<file path="src/rtl/csa64_op_sequencer_pkg.sv">
// Shared definitions for the 64-bit carry-select adder feeder.
//   WORD_W          adder operand/sum width
//   seq_state_t     sequencer FSM encoding
//   beats_per_op()  number of input beats that make up one operand
package csa64_op_sequencer_pkg;

    localparam int WORD_W = 64;

    typedef enum logic [1:0] {
        LOAD = 2'd0,
        WAIT = 2'd1,
        DONE = 2'd2
    } seq_state_t;

    function automatic int beats_per_op(input int in_w);
        return WORD_W / in_w;
    endfunction

endpackage

</file>
<file path="src/rtl/csa64_op_packer.sv">
// Operand packer: counts accepted beats and inserts each one into its slot
// of the two operand registers, least significant slot first, op1 then op2.
//   clock, reset   system clock, synchronous active-high reset
//   clear          abort: rewind the beat counter, keep operand contents
//   beat_en        a beat transfers this cycle
//   in_data        beat payload
//   op1, op2       assembled operands (registered)
//   last_beat      the next transfer completes op2
module csa64_op_packer
    import csa64_op_sequencer_pkg::*;
#(
    parameter int IN_W = 16
) (
    input  logic              clock,
    input  logic              reset,
    input  logic              clear,
    input  logic              beat_en,
    input  logic [IN_W-1:0]   in_data,
    output logic [WORD_W-1:0] op1,
    output logic [WORD_W-1:0] op2,
    output logic              last_beat
);

    localparam int BEATS = beats_per_op(IN_W);
    localparam int TOT   = 2 * BEATS;
    localparam int CW    = $clog2(TOT);

    logic [CW-1:0]                    beat_cnt;
    // [operand][slot][bit]: slot 0 is the least significant IN_W bits
    logic [1:0][BEATS-1:0][IN_W-1:0]  ops;

    assign op1       = ops[0];
    assign op2       = ops[1];
    assign last_beat = (beat_cnt == CW'(TOT - 1));

    always_ff @(posedge clock) begin
        if (reset) begin
            beat_cnt <= '0;
            ops      <= '0;
        end else if (clear) begin
            // aborted transaction: operand registers keep their contents
            beat_cnt <= '0;
        end else if (beat_en) begin
            for (int b = 0; b < TOT; b++) begin
                if (beat_cnt == CW'(b))
                    ops[b / BEATS][b % BEATS] <= in_data;
            end
            beat_cnt <= last_beat ? '0 : beat_cnt + 1'b1;
        end
    end

endmodule

</file>
<file path="src/rtl/csa64_op_sequencer.sv">
// Feeder and result collector for the registered 64-bit carry-select adder.
// Collects two operands from a beat stream, holds them on the adder for
// LATENCY cycles, captures sum/carry-out and offers them on an output
// handshake. One transaction in flight at a time.
//   clock, reset           system clock, synchronous active-high reset
//   flush                  abort current transaction (below reset priority)
//   in_valid/in_ready      input beat handshake, in_data beat payload
//   add_op1/add_op2        operands to the adder (registered)
//   add_sum/add_crout      adder results
//   out_valid/out_ready    result handshake, out_sum/out_crout payload
//   busy                   high while waiting on the adder or holding a result
//   done_count             completed transactions, wraps
module csa64_op_sequencer
    import csa64_op_sequencer_pkg::*;
#(
    parameter int IN_W    = 16,
    parameter int LATENCY = 2,
    parameter int CNT_W   = 16
) (
    input  logic              clock,
    input  logic              reset,
    input  logic              flush,
    input  logic              in_valid,
    output logic              in_ready,
    input  logic [IN_W-1:0]   in_data,
    output logic [WORD_W-1:0] add_op1,
    output logic [WORD_W-1:0] add_op2,
    input  logic [WORD_W-1:0] add_sum,
    input  logic              add_crout,
    output logic              out_valid,
    input  logic              out_ready,
    output logic [WORD_W-1:0] out_sum,
    output logic              out_crout,
    output logic              busy,
    output logic [CNT_W-1:0]  done_count
);

    localparam logic [3:0] LAT_INIT = 4'(LATENCY - 1);

    seq_state_t state;
    logic [3:0] lat_cnt;
    logic       last_beat;
    logic       beat_fire;

    // in_ready is registered and only high in LOAD, so it gates acceptance
    assign beat_fire = in_valid && in_ready;

    csa64_op_packer #(.IN_W(IN_W)) u_packer (
        .clock     (clock),
        .reset     (reset),
        .clear     (flush),
        .beat_en   (beat_fire),
        .in_data   (in_data),
        .op1       (add_op1),
        .op2       (add_op2),
        .last_beat (last_beat)
    );

    always_ff @(posedge clock) begin
        if (reset) begin
            state      <= LOAD;
            lat_cnt    <= '0;
            in_ready   <= 1'b1;
            out_valid  <= 1'b0;
            busy       <= 1'b0;
            out_sum    <= '0;
            out_crout  <= 1'b0;
            done_count <= '0;
        end else if (flush) begin
            state     <= LOAD;
            lat_cnt   <= '0;
            in_ready  <= 1'b1;
            out_valid <= 1'b0;
            busy      <= 1'b0;
        end else begin
            case (state)
                LOAD: begin
                    if (beat_fire && last_beat) begin
                        state    <= WAIT;
                        lat_cnt  <= LAT_INIT;
                        in_ready <= 1'b0;
                        busy     <= 1'b1;
                    end
                end
                WAIT: begin
                    // lat_cnt == 0 marks the first cycle the adder output
                    // reflects the operands launched at WAIT entry
                    if (lat_cnt == 4'd0) begin
                        out_sum   <= add_sum;
                        out_crout <= add_crout;
                        out_valid <= 1'b1;
                        state     <= DONE;
                    end else begin
                        lat_cnt <= lat_cnt - 1'b1;
                    end
                end
                DONE: begin
                    if (out_ready) begin
                        state      <= LOAD;
                        out_valid  <= 1'b0;
                        in_ready   <= 1'b1;
                        busy       <= 1'b0;
                        done_count <= done_count + 1'b1;
                    end
                end
                default: begin
                    state     <= LOAD;
                    in_ready  <= 1'b1;
                    out_valid <= 1'b0;
                    busy      <= 1'b0;
                end
            endcase
        end
    end

endmodule

</file>
<file path="config.mk">
export PLATFORM = sky130hd
export DESIGN_NAME = csa64_op_sequencer
export DESIGN_NICKNAME = d
export VERILOG_FILES = /design/src/rtl/csa64_op_sequencer_pkg.sv /design/src/rtl/csa64_op_packer.sv /design/src/rtl/csa64_op_sequencer.sv
export SDC_FILE = /design/constraint.sdc
export NUM_CORES = 1
export LEC_CHECK = 0
export ABC_AREA = 1
export BUFFER_PORTS_ARGS = -buffer_cell sky130_fd_sc_hd__buf_4
export CAP_MARGIN = 20
export CORE_ASPECT_RATIO = 1.4
export CORE_MARGIN = 3
export CORE_UTILIZATION = 41
export CTS_CLUSTER_DIAMETER = 30
export DETAILED_ROUTE_END_ITERATION = 6
export PLACE_DENSITY = 0.68
export SLEW_MARGIN = 20
export SYNTH_ARGS = -nofsm -noshare
export SYNTH_HDL_FRONTEND = slang
export SYNTH_HIERARCHICAL = 1
export SYNTH_SLANG_ARGS = --single-unit
</file>
<file path="constraint.sdc">
create_clock -name clock -period 4.5 [get_ports clock]
set_clock_uncertainty 0.15 [all_clocks]
set_input_delay 0.225 -clock clock [delete_from_list [all_inputs] [get_ports clock]]
set_output_delay 0.225 -clock clock [all_outputs]
set_load 0.01 [all_outputs]
</file>
# Yosys cells after proc, flatten, opt, wreduce, memory -nomap -nowiden
# Cells that the tools add are included.
[totals]
elab_cells = 73
regBits = 221
input_bits = 86
output_inout_bits = 212
[classes]
bitwise = 3
addsub = 3
eq_ne = 13
reduce_logical = 21
mux = 16
[op_table]
columns = ["operator", "n"]
rows = [
  ["$reduce_and A3 Y1", 14],
  ["$add A16 B1 Y16 const B", 1],
  ["$eq A3 B3 Y1 const B", 4],
  ["$pmux W1 S3", 3],
  ["$mux W4", 2],
  ["$ne A2 B2 Y1 const B", 4],
  ["$pmux W4 S2", 1],
  ["$eq A3 B2 Y1 const B", 2],
  ["$mux W2", 3],
  ["$pmux W2 S3", 1],
  ["$mux W1", 5],
  ["$logic_not A4 Y1", 1],
  ["$sub A4 B1 Y4 const B", 1],
  ["$add A3 B1 Y3 const B", 1],
  ["$eq A3 B1 Y1 const B", 1],
  ["$logic_not A3 Y1", 1],
  ["$mux W3", 1],
  ["$not A1 Y1", 3],
  ["$eq A2 B1 Y1 const B", 1],
  ["$eq A2 B2 Y1 const B", 1],
  ["$logic_and A1 B1 Y1", 2],
  ["$logic_not A2 Y1", 1],
  ["$reduce_bool A2 Y1", 1],
  ["$reduce_or A2 Y1", 1],
]

# Logic depth before layout (Yosys ltp)
[depth]
ltp_word = 4
depth_mapped = 9
depth_no_buf = 9

# Modules after synthesis
# Netlist, hierarchy kept.
[modules_own_cells]
columns = ["mod", "n_inst", "cells_per_inst", "seq_area_each_um2", "area_per_inst_um2"]
rows = [
  ["csa64_op_packer", 1, 723, 2622.5, 5276.3],
  ["csa64_op_sequencer", 1, 455, 1801.7, 3489.6],
]

# Least setup slack after synthesis
# No wires, ideal clock.
[synth_path]
path_type = "register -> register"
startpoint = "register u_packer.beat_cnt[2]"
endpoint = "register u_packer.ops (netlist bit u_packer/op1[53])"
slack_ps = 2692
required_ps = 4280
arrival_ps = 1587
setup_time_ps = 70
path_buffers = 3
period_less_slack_ps = 1808
stages_incl_launch_ff = 9
path_cell_list = "dfxtp_1 -> clkbuf_2 -> inv_1 -> ha_1 -> clkbuf_1 -> nand3_1 -> clkbuf_1 -> nand2_1 -> a21oi_1"
[synth_via]
elab_chain_len = 2
[synth_rtl]
columns = ["item", "line_no", "text"]
rows = [
  ["from (decl)", "csa64_op_packer.sv:28", "logic [CW-1:0] beat_cnt;"],
  ["from (signal assigned)", "csa64_op_packer.sv:48", "beat_cnt <= last_beat ? '0 : beat_cnt + 1'b1;"],
  ["$eq A3 B2 Y1", "csa64_op_packer.sv:45", "if (beat_cnt == CW'(b))"],
  ["$reduce_and A3 Y1 (no source line)", "n/a", ""],
  ["to (signal, indexed assignment)", "csa64_op_packer.sv:46", "ops[b / BEATS][b % BEATS] <= in_data;"],
  ["to (decl)", "csa64_op_packer.sv:30", "logic [1:0][BEATS-1:0][IN_W-1:0] ops;"],
]
# No other way between the ends.
# A chain may end at the register's enable or synchronous reset.

# Worst setup path after layout
[layout_path]
startpoint = "register u_packer.beat_cnt[1]"
endpoint = "register u_packer.ops (netlist bit u_packer/op2[55])"
[layout_via]
elab_chain_len = 2
[layout_rtl]
columns = ["item", "line_no"]
rows = [
  ["$eq A3 B3 Y1", "csa64_op_packer.sv:45"],
  ["$reduce_and A3 Y1 (no source line)", "n/a"],
]
# No other way between the ends.

==> run_results.csv <==
group,metric,value,unit
run_status,status,"complete, no violations",
timing,max_freq,426,MHz
timing,finalSetupTns,0,ns
critical_path,cp_slowest_cell,"nand3_1",
logic_synthesis,yosys_warnings,6,
critical_path,path_common_cell,"ha_1",
power_and_ir_drop,powerDensity,401,mW/mm2
hold_path,holdPathEnd,"busy",
floorplan,rows,62,
power_and_ir_drop,p_sw,1.20,mW
routing,ant_nets,0,
floorplan,ios,298,
critical_path,cp_top_family,"simple AND/OR/NAND/NOR gates",
timing,finalCriticalPeriod,2.35,ns
clocking,ctsHtreeMaxLevel,2,
critical_path,reg2reg_slack,2.15,ns
final_layout,insertedDiodeCount,0,
logic_synthesis,syn-num-nets,1274,
routing,vias,8966,
routing,drc_errors,0,
timing,maxSlewViolCount,0,
clocking,cts_root_buf,"clkbuf_16",
power_and_ir_drop,power_frac_clock,55.6,%
critical_path,reg2regPathDepth,5,
logic_synthesis,synth_cell_types,29,
routing,vias_per_cell,4.92,
clocking,ctsResizeCount,0,
hold_path,hold_class,"input port to register",
clocking,insertion_delay,0.50,ns
floorplan,core-area,0.0208,mm2
routing,wl,28.2,mm
global_route,grt_util_all_layers,23.4,%
clocking,ctsHoldBuffers,84,
timing,slew_headroom,29.5,%
critical_path,path_class,"register to register",
power_and_ir_drop,cell_internal_pwr,4.05,mW
power_and_ir_drop,pwr-share-seq,38.1,%
logic_synthesis,netlist_instances,1178,
global_route,grt_start_max_net_pins,129,
logic_synthesis,synth_top_area_share,50.5,%
logic_synthesis,ys_seq_area_share,50.5,%
power_and_ir_drop,ir_worst_vdd,0.285,mV
critical_path,r2r-end,"u_packer/op2[55]",
timing,holdWs,0.0757,ns
timing,worstMarginPinSlew,1.05,ns
hold_path,whs_path_depth,5,
timing,period_share,52.1,%
critical_path,cp_num_cells,5,
critical_path,worst-path-buf-inv,0,
clocking,path_clk_slew,0.05,ns
clocking,cts_made_buffers,39,
job,maxCapViolCount,0,
power_and_ir_drop,p_comb_share,6.3,%
logic_synthesis,netlist_area,0.00877,mm2
floorplan,die_h,179,um
logic_synthesis,synth_area_leader_cell,"dfxtp_1",
critical_path,cp_max_fo,18,
logic_synthesis,synthTopCellsByArea,"dfxtp_1 (50%), nor2_1 (16%), nand3_1 (8.1%)",
critical_path,cp_data_arrival_time,2.55,ns
routing,post_drt_wl_per_cell,15.5,um
power_and_ir_drop,switching_share,22.8,%
timing,setup_viol,0,
critical_path,max_stage_delay,0.59,ns
clocking,numClockSinks,221,
logic_synthesis,ys_ff_latch,221,
critical_path,r2r-start,"u_packer/beat_cnt[1]",
final_layout,syn_to_final_growth,49.2,%
clocking,cts_tree,"built",
placed_design,place_congestion,0.885,
global_route,grt_pass1_vias,8690,
floorplan,fp.dieW,130,um
clocking,post_cts_buffers,0,
placed_design,hpwlAfterDp,18.6,mm
critical_path,cp-end-kind,"register",
critical_path,start_kind,"register",
global_route,antenna_found_initial,0,
routing,drt_iter0_markers,550,
routing,drt-pass1-iter-count,5,
floorplan,dieArea,0.0232,mm2
logic_synthesis,syn_avg_cell_area,7.44,um2
critical_path,required,4.70,ns
placed_design,io_buffers,297,
global_route,grt.overflow.total,0,
timing,rsz0062_at_grt,"no",
floorplan,start_util,42.2,%
global_route,grt_pass1_wl,44.0,mm
final_layout,nNetsFinal,1633,
final_layout,drive_gt1_share,25.0,%
clocking,clk_path_buf_depth,3,
timing,finalHoldViolCount,0,
critical_path,path_cells,"ha_1 -> ha_1 -> nand3_1 -> nand2_1 -> a21oi_1",
power_and_ir_drop,leakage,6.02,nW
hold_path,holdCritStartpoint,"in_valid",
==> layer usage <==
| metal | vias up | GRT usage, % | wire (um) |
|---|---|---|---|
| met4 | 0 | 8.75 | 855 |
| met1 | 4052 | 27.1 | 10900 |
| li1 | 4475 | - | - |
| met5 | - | 0 | 0 |
| met3 | 64 | 7.06 | 2510 |
| met2 | 375 | 40.4 | 13900 |
==> layout by cell type (no fill, tap or decap) <==
cell type        n
nand4_1          3
clkinv_2         5
clkbuf_16       41
ha_1            10
or2_2            2
o21ai_0         50
bufinv_16        3
inv_2            4
clkinv_4         1
xor2_1           2
nand3_2          1
clkbuf_8         4
nor2_2           3
nand3b_1         1
buf_4          302
clkinvlp_4       9
a21oi_1         46
nand3_1        141
inv_6            5
xnor2_1          1
buf_6            1
inv_1           49
nor3_1           4
and2_1           1
clkinv_1         1
nand2_1        168
nand2_4          1
dlygate4sd3_1   84
o21ai_1         28
clkbuf_1         3
a211oi_1         1
nor2_1         361
nor2_4          10
dfxtp_1        221
==> kinds of logic after synthesis <==
logic type	synth area share, %
flops	50.5
buf+inv	7.54
xor+xnor	0.300
compound gates	7.17
simple gates	33.1
fa+ha+maj	1.43
==> worst min-delay path, stage by stage <==
cell     delay [ns]
buf_4          0.11
nand3_1        0.07
nand2_1        0.06
nand2_1        0.11
a21oi_1        0.08
==> power by group through the flow <==
stage / logic, mW / registers, mW / clock network (mW)
global route: 0.358 / 2.00 / 3.06
floorplan: 0.133 / 2.04 / 0
global placement: 0.264 / 2.03 / 0
CTS: 0.325 / 2.00 / 2.97
detailed placement: 0.266 / 2.04 / 0
finish: 0.331 / 2.00 / 2.92
==> sequential cells by signal, indices dropped and copies added (netlist names) <==
register           count
out_sum               64
u_packer/op1          64
u_packer/op2          64
done_count            16
lat_cnt                4
u_packer/beat_cnt      3
state                  2
busy                   1
in_ready               1
out_crout              1
out_valid              1
==> per-stage QoR <==
| stage | util [%] | total power, mW | std cells | setup WS [ns] | area, um2 |
|---|---|---|---|---|---|
| finish | 62.9 | 5.24 | 1823 | 2.15 | 13100 |
| floorplan | - | 2.17 | 1178 | 2.69 | 8770 |
| global placement | 52.4 | 2.30 | 1667 | 2.21 | 10900 |
| CTS | 62.9 | 5.29 | 1822 | 2.14 | 13100 |
| detailed placement | 52.4 | 2.30 | 1667 | 2.16 | 10900 |
| global route | 62.9 | 5.41 | 1823 | 1.95 | 13100 |
==> layout make-up <==
type	count	area, um2
Fill cell	1779	7710
Sequential cell	221	4420
Multi-Input combinational cell	834	3690
Timing Repair Buffer	387	3120
Clock buffer	48	1090
Tap cell	256	320
Clock inverter	23	235
Inverter	54	203
==> cell usage after synthesis <==
library cell / n
nand3_1: 141
nand2_4: 1
inv_2: 3
buf_6: 16
buf_4: 16
nor2_4: 9
nand4_1: 3
nor2_2: 3
xor2_1: 2
xnor2_1: 1
nand2_1: 168
and2_1: 1
buf_2: 14
clkbuf_1: 20
clkinv_1: 1
nand3b_1: 1
nor3_1: 4
o21ai_1: 28
nand3_2: 1
dfxtp_1: 221
inv_1: 50
a21oi_1: 46
or2_2: 2
nor2_1: 362
buf_1: 2
ha_1: 10
o21ai_0: 50
clkbuf_2: 1
a211oi_1: 1
==> worst max-delay path by stage <==
| stage | from | end | slack (ns) |
|---|---|---|---|
| CTS | in_ready | u_packer/op1[43] | 2.14 |
| detailed placement | in_ready | u_packer/op2[56] | 2.16 |
| global route | u_packer/beat_cnt[1] | u_packer/op1[50] | 1.95 |
| global placement | in_ready | u_packer/op2[55] | 2.21 |
| floorplan | u_packer/beat_cnt[2] | u_packer/op1[53] | 2.69 |
| finish | u_packer/beat_cnt[1] | u_packer/op2[55] | 2.15 |
No activity file was read; power rests on OpenSTA's default activity.
